`config.mk`:
```
export PLATFORM = sky130hd
export DESIGN_NAME = chargen_src_flat
export DESIGN_NICKNAME = d
export VERILOG_FILES = /design/src/rtl/chargen_src_pkg.sv /design/src/rtl/chargen_src_if.sv /design/src/rtl/chargen_ring.sv /design/src/rtl/chargen_src.sv /design/src/flat_wrapper.sv
export SDC_FILE = /design/constraint.sdc
export NUM_CORES = 1
export LEC_CHECK = 0
export ABC_AREA = 1
export CORE_AREA = 4 4 78 80
export CTS_CLUSTER_SIZE = 16
export DETAILED_ROUTE_END_ITERATION = 16
export DIE_AREA = 0 0 82 84
export PLACE_DENSITY_LB_ADDON = 0.15
export SKIP_CTS_REPAIR_TIMING = 1
export SLEW_MARGIN = 20
export SYNTH_ARGS = -nofsm -noshare
export SYNTH_HDL_FRONTEND = slang
export SYNTH_SLANG_ARGS = --single-unit
```
`constraint.sdc`:
```
create_clock -name clk -period 1.4 [get_ports clk]
set_clock_uncertainty 0.1 [all_clocks]
set_input_delay 0.28 -clock clk [delete_from_list [all_inputs] [get_ports clk]]
set_output_delay 0.28 -clock clk [all_outputs]
set_load 0.03 [all_outputs]
```
`src/rtl/chargen_src_pkg.sv`:
```
// Shared constants for the character generator: strobe polarities, line terminators,
// default ring bounds and the state encoding.
package chargen_src_pkg;

    localparam logic N_T = 1'b0;
    localparam logic N_F = 1'b1;

    localparam logic [7:0] ASCII_CR = 8'h0D;
    localparam logic [7:0] ASCII_LF = 8'h0A;

    localparam int         LINE_LEN_DEF = 72;
    localparam logic [7:0] FIRST_CH_DEF = 8'h20;
    localparam logic [7:0] LAST_CH_DEF  = 8'h7E;

    typedef enum logic [1:0] {
        S_CHAR = 2'd0,
        S_CR   = 2'd1,
        S_LF   = 2'd2
    } state_t;

endpackage

```
`src/rtl/chargen_src_if.sv`:
```
// Byte write port between the generator (master) and the FIFO (slave), active-low strobes.
interface chargen_src_if;
    logic       n_wr;
    logic [7:0] port_out;
    logic       n_full;

    modport master (output n_wr, output port_out, input n_full);
    modport slave  (input n_wr, input port_out, output n_full);
endinterface

```
`src/rtl/chargen_ring.sv`:
```
// Wrapping printable-character incrementer: LAST_CH rolls over to FIRST_CH.
module chargen_ring #(
    parameter logic [7:0] FIRST_CH = 8'h20,
    parameter logic [7:0] LAST_CH  = 8'h7E
) (
    input  logic [7:0] x,
    output logic [7:0] y
);

    // successor of x within the printable ring
    always_comb begin
        if (x == LAST_CH) begin
            y = FIRST_CH;
        end else begin
            y = x + 8'd1;
        end
    end

endmodule

```
`src/rtl/chargen_src.sv`:
```
// Character generator feeding a byte FIFO: rotating printable lines ending in CR LF,
// advancing only on accepted writes so FIFO back-pressure never drops or repeats a byte.
module chargen_src
    import chargen_src_pkg::*;
#(
    parameter int         LINE_LEN = LINE_LEN_DEF,
    parameter logic [7:0] FIRST_CH = FIRST_CH_DEF,
    parameter logic [7:0] LAST_CH  = LAST_CH_DEF
) (
    input  logic               clk,
    input  logic               rst,
    input  logic               n_en,
    chargen_src_if.master      wr_bus,
    output logic [15:0]        line_cnt
);

    localparam int              COL_W    = (LINE_LEN > 1) ? $clog2(LINE_LEN) : 1;
    localparam logic [COL_W-1:0] COL_LAST = COL_W'(LINE_LEN - 1);

    state_t           state_r;
    state_t           state_nxt_s;
    logic [COL_W-1:0] col_r;
    logic [7:0]       start_r;
    logic [7:0]       cur_r;
    logic [15:0]      line_cnt_r;
    logic [7:0]       cur_inc_s;
    logic [7:0]       start_inc_s;
    logic             accept_s;

    chargen_ring #(.FIRST_CH(FIRST_CH), .LAST_CH(LAST_CH)) u_ring_cur (
        .x (cur_r),
        .y (cur_inc_s)
    );

    chargen_ring #(.FIRST_CH(FIRST_CH), .LAST_CH(LAST_CH)) u_ring_start (
        .x (start_r),
        .y (start_inc_s)
    );

    // a byte is taken whenever out of reset, enabled and the FIFO has room
    always_comb begin
        accept_s = ~rst & (n_en == N_T) & (wr_bus.n_full == N_F);
    end

    // state register
    always_ff @(posedge clk or posedge rst) begin
        if (rst) begin
            state_r <= S_CHAR;
        end else begin
            state_r <= state_nxt_s;
        end
    end

    // next-state logic; holds unless the current byte was accepted
    always_comb begin
        state_nxt_s = state_r;
        if (accept_s) begin
            case (state_r)
                S_CHAR:  state_nxt_s = (col_r == COL_LAST) ? S_CR : S_CHAR;
                S_CR:    state_nxt_s = S_LF;
                S_LF:    state_nxt_s = S_CHAR;
                default: state_nxt_s = S_CHAR;
            endcase
        end else begin
            state_nxt_s = state_r;
        end
    end

    // output decode: byte on the port is always valid, even while stalled
    always_comb begin
        wr_bus.port_out = cur_r;
        wr_bus.n_wr     = accept_s ? N_T : N_F;
        case (state_r)
            S_CHAR:  wr_bus.port_out = cur_r;
            S_CR:    wr_bus.port_out = ASCII_CR;
            S_LF:    wr_bus.port_out = ASCII_LF;
            default: wr_bus.port_out = cur_r;
        endcase
    end

    // column, character and line counters
    always_ff @(posedge clk or posedge rst) begin
        if (rst) begin
            col_r      <= '0;
            start_r    <= FIRST_CH;
            cur_r      <= FIRST_CH;
            line_cnt_r <= 16'd0;
        end else if (accept_s) begin
            case (state_r)
                S_CHAR: begin
                    if (col_r != COL_LAST) begin
                        col_r <= col_r + {{(COL_W-1){1'b0}}, 1'b1};
                        cur_r <= cur_inc_s;
                    end else begin
                        col_r <= col_r;
                    end
                end
                S_CR: begin
                    col_r <= col_r;
                end
                S_LF: begin
                    // next line starts one character further round the ring
                    col_r      <= '0;
                    start_r    <= start_inc_s;
                    cur_r      <= start_inc_s;
                    line_cnt_r <= line_cnt_r + 16'd1;
                end
                default: begin
                    col_r <= '0;
                    cur_r <= start_r;
                end
            endcase
        end else begin
            col_r <= col_r;
        end
    end

    assign line_cnt = line_cnt_r;

endmodule
```
`src/flat_wrapper.sv`:
```
// flat-port wrapper written by rule: the top's interface ports become plain ports
module chargen_src_flat import chargen_src_pkg::*;
#(
    parameter int         LINE_LEN = LINE_LEN_DEF,
    parameter logic [7:0] FIRST_CH = FIRST_CH_DEF,
    parameter logic [7:0] LAST_CH  = LAST_CH_DEF
)
  (clk, rst, n_en, line_cnt, wr_bus_n_wr, wr_bus_port_out, wr_bus_n_full);
  chargen_src_if wr_bus_i ();
  input  logic clk;
  input  logic rst;
  input  logic n_en;
  output logic [15:0] line_cnt;
  output wire logic [$bits(wr_bus_i.n_wr)-1:0] wr_bus_n_wr;
  output wire logic [$bits(wr_bus_i.port_out)-1:0] wr_bus_port_out;
  input wire logic [$bits(wr_bus_i.n_full)-1:0] wr_bus_n_full;
  assign wr_bus_n_wr = wr_bus_i.n_wr;
  assign wr_bus_port_out = wr_bus_i.port_out;
  assign wr_bus_i.n_full = wr_bus_n_full;
  chargen_src #(.LINE_LEN(LINE_LEN), .FIRST_CH(FIRST_CH), .LAST_CH(LAST_CH)) u_core (.clk(clk), .rst(rst), .n_en(n_en), .wr_bus(wr_bus_i), .line_cnt(line_cnt));
endmodule
```
Word level (Yosys, flattened, before mapping)
Index checks and enable logic that the tools add are counted.

Memories: 0. Input bits: 4. RAM bits: 0. Word-level logic and storage cells: 34. Bits in read-only memories: 0. Output and inout bits: 25. Bits in latches: 0. Register bits: 41.

$add $sub $neg: 4. Reductions and logical operators: 3. Shift-type cells: 0. Mux-type cells: 10. Magnitude comparators: 0. Bitwise operators: 5. Multiply operators: 0. Equality and inequality tests: 7. Div/mod/pow operators: 0.

Operators by type and width (number): 8-bit two-way mux (3); 8-bit case mux with 3 select lines (1); 16-bit by 1-bit adder with 16-bit output, second input constant (1); 8-bit by 1-bit adder with 8-bit output, second input constant (2); 8-bit by 7-bit == test with 1-bit output, second input constant (2); 8-bit case mux with 2 select lines (1); 7-bit case mux with 2 select lines (1); 7-bit by 1-bit adder with 7-bit output, second input constant (1); 7-bit == test, second input constant (1); 7-bit two-way mux (1); 7-bit != test, second input constant (1); 2-bit case mux with 2 select lines (1); 1-bit inverter (3); 3-bit AND reduction (1); 1-bit AND (2); 2-bit by 1-bit == test with 1-bit output, second input constant (1); 2-bit == test, second input constant (1); 2-bit logical NOT (1); 1-bit two-way mux (2); 2-bit by 1-bit != test with 1-bit output, second input constant (1); 2-bit AND reduction (1).

Depth between registers and ports, before layout
Gate-level depths: netlist of run 1.

Depth in word-level cells: 4. Mapped depth: 10. Depth with buffers taken out: 10.

Hierarchy
Synthesis of run 1 repeated with hierarchy kept, for this count alone.

Cell total of the unflattened synthesis: 358. Area, all modules: 2712.6 um^2.

Modules (own cells, without submodules): chargen_src (cells an instance 274, area an instance 2257.2 um^2, sequential area each 1028.5 um^2, instances 1); chargen_ring (cells an instance 42, area an instance 227.7 um^2, sequential area each 0.0 um^2, instances 2).

Worst setup path before layout of run 1
No wires, ideal clock.

Path kind: reg-to-output. From: register u_core.state_r[0]. To: output wr_bus_port_out[1]. Path buffers: 0. Required time: 1.020 ns. Cell stages (with the launch flop): 5. Path slack: -0.531 ns. Arrival time: 1.551 ns. Cells stage by stage: dfrtp_1 > inv_1 > ha_1 > inv_1 > o21ai_0.

Cells in the longest elaborated chain, start to end: 2. Elaborated cells between the ends (all ways): 3. Those cells by class: eq/ne: 2; mux: 1.

RTL lines: start: declaration (line chargen_src.sv:20) `state_t state_r;`; start signal: assignment (line chargen_src.sv:50) `state_r <= state_nxt_s;`; 2-bit == test or 2-bit by 1-bit == test with 1-bit output (tied branches) (line chargen_src.sv:73) `case (state_r)`; 8-bit case mux with 2 select lines * (line chargen_src.sv:73); end: declaration (line flat_wrapper.sv:15) `output wire logic [$bits(wr_bus_i.port_out)-1:0] wr_bus_port_out;`.

Every way passes the cells marked *; elsewhere a longest branch is shown, timed or not.

Final worst setup path of run 1
From: register u_core.state_r[1]. To: output wr_bus_port_out[1].

Same word-level chain as after synthesis.

==> results of run 1 <==
[flip-flops by register name, indices dropped and copies added (netlist names)]
| signal | flops |
|---|---|
| u_core.col_r | 7 |
| u_core.cur_r | 8 |
| u_core.line_cnt | 16 |
| u_core.start_r | 8 |
| u_core.state_r | 2 |
[layout by cell type, fill, tap and decap left out, types with 12 or more instances in the layout]
master,n
nand4_1,14
nor2_4,12
nand2_2,26
inv_1,28
buf_4,68
nor2_1,24
dfrtp_1,29
nand2_1,83
nand3_1,25
buf_6,32
[metal layers]
| metal | vias up | track usage, % | share of wire [%] |
|---|---|---|---|
| li1 | 1374 | - | - |
| met1 | 1303 | 28.6 | 42 |
| met2 | 74 | 35.8 | 52 |
| met3 | 17 | 3.67 | 4.2 |
| met4 | 0 | 5.59 | 2.3 |
| met5 | - | 0 | 0 |
[critical path, cell delays in order, from the launching register on]
cell,delay [ps]
dfrtp_1,410
buf_4,140
buf_4,130
ha_4,170
inv_2,90
o21ai_4,60
buf_6,130
[power by group through the flow]
stage / clock network [W] / registers, W / logic, W
floorplan: 0 / 0.00199 / 0.00133
global route: 0.00110 / 0.00185 / 0.00344
finish: 0.00101 / 0.00182 / 0.00316
CTS: 0.00104 / 0.00178 / 0.00264
global placement: 0 / 0.00179 / 0.00258
detailed placement: 0 / 0.00180 / 0.00262
[area by class of cell]
class	instances	area [um2]	share of cell area (%)
multi-input cells	272	1760	41.6
repair buffers	110	1050	24.8
flip-flops and latches	41	1040	24.6
inverters	39	171	4.06
well taps	72	90.1	2.13
clock buffers	6	82.6	1.95
clock inverters	2	37.5	0.889
[worst max-delay path by stage]
stage / depth (start not counted) / start / end / slack (ps)
after floorplan: 8 / u_core.state_r[0] / u_core.line_cnt[4] / -80
after global placement: 9 / rst / u_core.cur_r[0] / -400
after detailed placement: 9 / rst / u_core.start_r[7] / -430
after CTS: 5 / u_core.state_r[1] / wr_bus_port_out[4] / -450
after global routing: 5 / u_core.state_r[1] / wr_bus_port_out[7] / -460
final: 6 / u_core.state_r[1] / wr_bus_port_out[1] / -420
[kinds of logic (layout without fill, tap and decap cells)]
logic type,count (synthesis),count (layout)
AO/OA/AOI/OAI,31,31
XOR/XNOR,16,16
adder cells (fa/ha/maj),9,9
buffers and inverters,48,157
flip-flops,41,41
AND/OR/NAND/NOR,214,216
[stage by stage]
step           cell area (um2)  setup slack [ps]  TNS, ps  instances  total power [W]
6_report                  4220              -418   -10570        542          0.00598
4_1_cts                   3680              -447    -7550        525          0.00546
3_5_place_dp              3560              -431   -15750        517          0.00442
5_1_grt                   4220              -465   -13540        542          0.00639
2_1_floorplan             2820             -80.5     -885        359          0.00333
3_3_place_gp              3560              -398   -14710        517          0.00437
==> run metrics, run 1 <==
status complete, but fails checks; failing checks setup timing; Die Area 6890 um2; synthesized flop and latch total 41; FFs w/ async S/R, synth 100%; xor and xnor area share after synthesis 5.24%; required time worst endpoint 1020 ps; synth cell count leaders 109 x nand2_1, 39 x dfrtp_1, 37 x inv_1; WS Path Type flop to output port; Layout Nets 482; R2R cell count 11; post-synthesis compound-gate area fraction 6.78%; R2R Setup Slk -270 ps; antenna violations before repair 0; Switch Pwr 0.00247 W; fin crit period 1820 ps; Pint 0.00351 W; Seq pwr share 30.4%; diode count 0; GP Congestion roughly 0.87; Pwr Density 1420 nW/um2; insertion delay to the later sink of the worst-skew pair 300 ps; I/O pin cnt 29; Max rail drop VDD 1.00 mV; H-Tree Depth 2; maxcap violations 0; worst hold path class input port to asynchronous set/reset pin; via count 2768; final worst setup slack -418 ps; vias in the first global route 2641; first-pass GRT wire length 11.9 mm; Root Buffer clkbuf_8; synthesized area about 2700 um2; drt via density just over 5; Port Buffer Count 28; Post-Synth Adder-Cell Area roughly 4.2%; Synth Warn # 0; # rows 27; Starting Density 49.5%; initial drt markers 129; post-synth top area share 36.5%; post-synthesis sequential area ratio 38.4%; fin. max-slew vios 0; clk slew on worst S/H paths roughly 80 ps; Worst Path Max Fanout 3; Clock Power Share between 15 and 20%; drt pass-1 iters 4; Leak 1.99 nW; fillers between 300 and 400; layout cell share with drive strength beyond 1 48.1%; worst path arrival time 1440 ps; die width 82 um; DRC errors left 0; Switching Share 41.3%; largest net degree at the start of global routing 42; setup violators final 47; Final Hold Violating Endpoints 0; Die Ht approximately 84 um; most frequent cell after synthesis nand2_1; Worst slew margin 63.7%; RSZ-0062 raised after global routing yes; Logic pwr share 52.8%; CTS buffer count 5; FF-to-FF Start u_core.state_r[1]; Detail Placement HPWL 5.00 mm; Synth Instances between 300 and 400; Finished Core Util 78.1%; largest cells by area after synthesis dfrtp_1 36%, nand2_1 15%, nand3_1 5.2%; CTS tree done; clk buf depth 2; Critical Path End Type output port; top achievable clock speed 550 MHz; area grow syn2layout 57.8%; RR Endpoint u_core.cur_r[5]; Post-Syn Area per Cell 7.45 um2; gr ovfl total 0; WL final 7.57 mm; syn_nets roughly 370; largest family of logic cells by synthesized area simple AND/OR/NAND/NOR gates; CP startpoint kind flop; Synth cell types 31; post-synthesis mux area share 0%; simple-gate share of the synthesized area between 30% and 40%; GRT Total Usage 21.6%; hold_ws 63.5 ps; Least-Margin Pin Slew about 540 ps; leading area contributor after synthesis dfrtp_1; ys flop type dfrtp_1; total clock sinks 41; EDFF count, synth 0; core box area 5410 um2; antenna viol nets, final 0; final worst path period share 130%; drt wl/cell 14.0 um
Power figures use the tool's default switching activity.
==> run 2, diff against run 1 <==
--- a/config.mk
+++ b/config.mk
@@ -6,10 +6,10 @@
 export NUM_CORES = 1
 export LEC_CHECK = 0
 export ABC_AREA = 1
-export CORE_AREA = 4 4 78 80
+export CORE_AREA = 4 4 100 102
 export CTS_CLUSTER_SIZE = 16
 export DETAILED_ROUTE_END_ITERATION = 16
-export DIE_AREA = 0 0 82 84
+export DIE_AREA = 0 0 104 106
 export PLACE_DENSITY_LB_ADDON = 0.15
 export SKIP_CTS_REPAIR_TIMING = 1
 export SLEW_MARGIN = 20
==> run metrics, run 2 (synthesized netlist as in run 1, its figures left out) <==
Worst Path Max Fanout 4; CTS buffer count 5; Least-Margin Pin Slew 552 ps; fin. max-slew vios 0; Port Buffer Count 28; first-pass GRT wire length 12.0 mm; initial drt markers 68; # rows 35; Largest register FFs 16; total clock sinks just over 40; vias in the first global route 2554; CP startpoint kind flop; RSZ-0062 raised after global routing yes; flip-flop and latch area roughly 1000 um2; core box area 9110 um2; number of placed instances, taps included 559; WS Path Type flop to output port; status complete, but fails checks; clk slew on worst S/H paths 90 ps; drt via density 4.58; insertion delay to the later sink of the worst-skew pair 290 ps; Multi-input gate area 1770 um2; layout cell share with drive strength beyond 1 49.6%; Leak 2.01 nW; Worst slew margin a little over three fifths; failing checks setup timing; top achievable clock speed 569 MHz; R2R cell count 10; GP Congestion 0.812; DRC errors left 0; diode count 0; drt wl/cell 12.6 um; worst path arrival time 1380 ps; commonest non-fill, non-tap cell in the layout nand2_1; setup violators final 46; area grow syn2layout 61.6%; GRT Total Usage 13.1%; Root Buffer clkbuf_8; Final Hold Violating Endpoints 0; Detail Placement HPWL 5.32 mm; WL final 7.42 mm; Die Area 11000 um2; placed cell areas 3620 um2; antenna violations before repair 0; Layout Nets 488; CTS tree done; I/O pin cnt 29; commonest non-fill, non-tap cells in the layout 84 x nand2_1, 72 x buf_4, 34 x buf_6; gr ovfl total 0; Non-Filler Instances 587; Finished Core Util 47.5%; Pwr Density 1360 nW/um2; H-Tree Depth 2; worst hold path class input port to asynchronous set/reset pin; via count 2690; maxcap violations 0; Max rail drop VDD 0.843 mV; antenna viol nets, final 0; drt pass-1 iters 4; final worst path period share 126%; Critical Path End Type output port; fillers roughly 910; clk buf depth 2; Starting Density between 20% and 30%; die width 104 um; largest net degree at the start of global routing 42; finished layout cell area 4320 um2; required time worst endpoint 1020 ps; Die Ht 106 um; final worst setup slack -358 ps; fin crit period 1760 ps
[run 2: cell count changes in the layout (fill, tap and decap cells not counted), sizes merged]
cell          change
clkinv            +1
clkbuf            -1
buf               +5
dlymetal6s2s      +1
[run 2: final timing paths]
kind,endpoint,start,slack (ps)
worst max-delay path,wr_bus_port_out[1],u_core.state_r[1],-360
max in group asynchronous,u_core.line_cnt[7],rst,640
worst min register to register,u_core.line_cnt[6],u_core.line_cnt[6],400
worst max register to register,u_core.col_r[2],u_core.state_r[1],-180
min in group clk,u_core.line_cnt[6],u_core.line_cnt[6],400
worst min-delay path,u_core.col_r[6],rst,140
[run 2: cell type report]
type	instances	share of cell area, %
Multi-Input combinational cell	272	40.9
Timing Repair Buffer	115	24.9
Sequential cell	41	24.1
Inverter	39	4.02
Tap cell	111	3.21
Clock buffer	6	1.91
Clock inverter	2	0.868
Timing Repair inverter	1	0.145
[run 2: per-stage QoR]
step / hold WS (ps) / setup WS (ps) / power, W / TNS [ps]
floorplan: -7.70 / -80.5 / 0.00333 / -885
global placement: 393 / -430 / 0.00446 / -17180
detailed placement: 389 / -454 / 0.00446 / -17780
CTS: 403 / -436 / 0.00554 / -7730
global route: 194 / -435 / 0.00633 / -11600
finish: 138 / -358 / 0.00590 / -6840
[run 2: worst max-delay path, cell delays in order, from the launching register on]
cell	delay, ps
dfrtp_1	360
inv_2	70
ha_4	340
inv_4	70
nand2_2	70
o21ai_4	50
buf_6	130
[run 2: power by group]
group	total [W]	internal, W	leakage (nW)	switching [W]
Combinational	0.00310	0.00142	1.46	0.00168
Clock	0.00102	0.000580	0.0574	0.000438
Sequential	0.00178	0.00149	0.496	0.000292
[run 2: metal layers]
metal  GRT usage (%)  share of wire (%)  vias up  routed length (um)
li1                -                  -     1396                   -
met1            16.7                 46     1241                3400
met2            23.1                 50       46                3720
met3            2.00                2.6        7                 192
met4            3.42                1.4        0                 104
met5               0                  0        -                   0
==> run 3, diff against run 2 <==
--- a/config.mk
+++ b/config.mk
@@ -10,6 +10,8 @@
 export CTS_CLUSTER_SIZE = 16
 export DETAILED_ROUTE_END_ITERATION = 16
 export DIE_AREA = 0 0 104 106
+export GPL_TIMING_DRIVEN = 0
+export HOLD_SLACK_MARGIN = 0.12
 export PLACE_DENSITY_LB_ADDON = 0.15
 export SKIP_CTS_REPAIR_TIMING = 1
 export SLEW_MARGIN = 20
==> run metrics, run 3 (synthesized netlist as in run 1, its figures left out) <==
status complete, but fails checks; failing checks setup timing; FF-to-FF Start u_core.state_r[0]; hold_ws between 100 and 150 ps; Logic pwr share 48.1%; Worst slew margin 64.6%; H-Tree Depth 2; Least-Margin Pin Slew ~530 ps; WS Path Type flop to output port; maxcap violations 0; CP startpoint kind flop; GRT Total Usage 12.5%; R2R Setup Slk -370 ps; antenna viol nets, final 0; Starting Density 29.4%; Seq pwr share between 30% and 40%; final worst setup slack -465 ps; # rows 35; Leak 1.87 nW; drt via density approximately 4.7; Root Buffer clkbuf_8; commonest non-fill, non-tap cell in the layout nand2_1; Detail Placement HPWL 4.92 mm; Die Ht between 100 and 150 um; WL final approximately 7.7 mm; Switching Share 43.4%; core box area 9110 um2; clk slew on worst S/H paths 90 ps; worst path arrival time 1480 ps; layout cell share with drive strength beyond 1 44.7%; via count 2603; largest net degree at the start of global routing 43; Pwr Density 1360 nW/um2; CTS tree done; Port Buffer Count 28; RR Endpoint u_core.line_cnt[6]; Worst Path Max Fanout 7; Critical Path End Type output port; R2R cell count 10; setup violators final 47; GP Congestion 0.801; top achievable clock speed 536 MHz; area grow syn2layout 52.7%; Critical-path top delay cell dfrtp_1; initial drt markers about 140; clk buf depth 2; worst hold path class input port to asynchronous set/reset pin; fin crit period 1860 ps; die width about 100 um; commonest non-fill, non-tap cells in the layout 82 x nand2_1, 27 x inv_1, 27 x nand2_2; Clock Power Share 17.7%; Die Area 11000 um2; insertion delay to the later sink of the worst-skew pair 310 ps; vias in the first global route 2362; final worst path period share 133%; number of placed instances, taps included between 400 and 500; drt pass-1 iters 4; required time worst endpoint 1020 ps; gr ovfl total 0; Top delay family on crit path flip-flops; total clock sinks 41; drt wl/cell approximately 14 um; diode count 0; Final Hold Violating Endpoints 0; RSZ-0062 raised after global routing yes; Non-Filler Instances 549; Crit path largest cell delay around 420 ps; CTS buffer count 5; WP buf/inv 3; Layout Nets 450; Pint ~0.0031 W; crit-path cells inv_2, ha_4, buf_4, nor2_4, buf_6; first-pass GRT wire length 11.4 mm; fin. max-slew vios 0; antenna violations before repair 0; I/O pin cnt 29; Max rail drop VDD 0.508 mV; Switch Pwr 0.00242 W; DRC errors left 0; Largest register FFs 16
run 3: cell count changes in the layout (fill, tap and decap cells not counted), moves of 4 or more:
| cell | before | now |
|---|---|---|
| o21ai_1 | 9 | 13 |
| buf_6 | 34 | 19 |
| nand3_1 | 25 | 21 |
| nand3_2 | 6 | 10 |
| buf_12 | 1 | 5 |
| clkbuf_2 | 0 | 15 |
| buf_4 | 72 | 21 |
run 3: metal layers:
| metal | vias to the layer above | global-route usage [%] | wire (um) |
|---|---|---|---|
| met3 | 14 | 2.55 | 325 |
| met1 | 1227 | 16.7 | 3510 |
| li1 | 1309 | - | - |
| met4 | 0 | 3.42 | 158 |
| met2 | 53 | 20.6 | 3720 |
| met5 | - | 0 | 0 |
run 3: cell type report:
type,instances,area (um2)
Sequential cell,41,1050
Fill cell,903,5020
Clock buffer,6,72.6
Clock inverter,2,35.0
Timing Repair inverter,2,17.5
Inverter,39,200
Tap cell,111,139
Multi-Input combinational cell,270,1750
Timing Repair Buffer,69,683
Buffer,9,139
run 3: through the flow:
step	setup TNS [ps]	utilization, %	worst slack [ps]	cell area [um2]	power [W]
floorplan	-885	-	-80.5	2820	0.00333
finish	-14240	44.9	-465	4090	0.00557
global route	-17170	44.9	-519	4090	0.00595
detailed placement	-30290	35.5	-831	3240	0.00400
global placement	-30070	35.5	-840	3240	0.00400
CTS	-28000	36.7	-1050	3350	0.00499
run 3: worst max path at each step:
stage	start	to	slack, ps	cells after the start
after floorplan	u_core.state_r[0]	u_core.line_cnt[4]	-80	8
after global placement	rst	u_core.line_cnt[6]	-840	9
after detailed placement	rst	u_core.line_cnt[4]	-830	9
after CTS	u_core.state_r[0]	wr_bus_port_out[1]	-1050	6
after global routing	u_core.state_r[0]	wr_bus_port_out[6]	-520	5
final	u_core.state_r[0]	wr_bus_port_out[6]	-460	5
run 3: power groups by stage:
stage | combinational [W] | sequential (W) | clock (W)
floorplan | 0.00133 | 0.00199 | 0
global placement | 0.00210 | 0.00190 | 0
detailed placement | 0.00211 | 0.00189 | 0
CTS | 0.00212 | 0.00187 | 0.000999
global route | 0.00293 | 0.00196 | 0.00106
finish | 0.00268 | 0.00190 | 0.000985
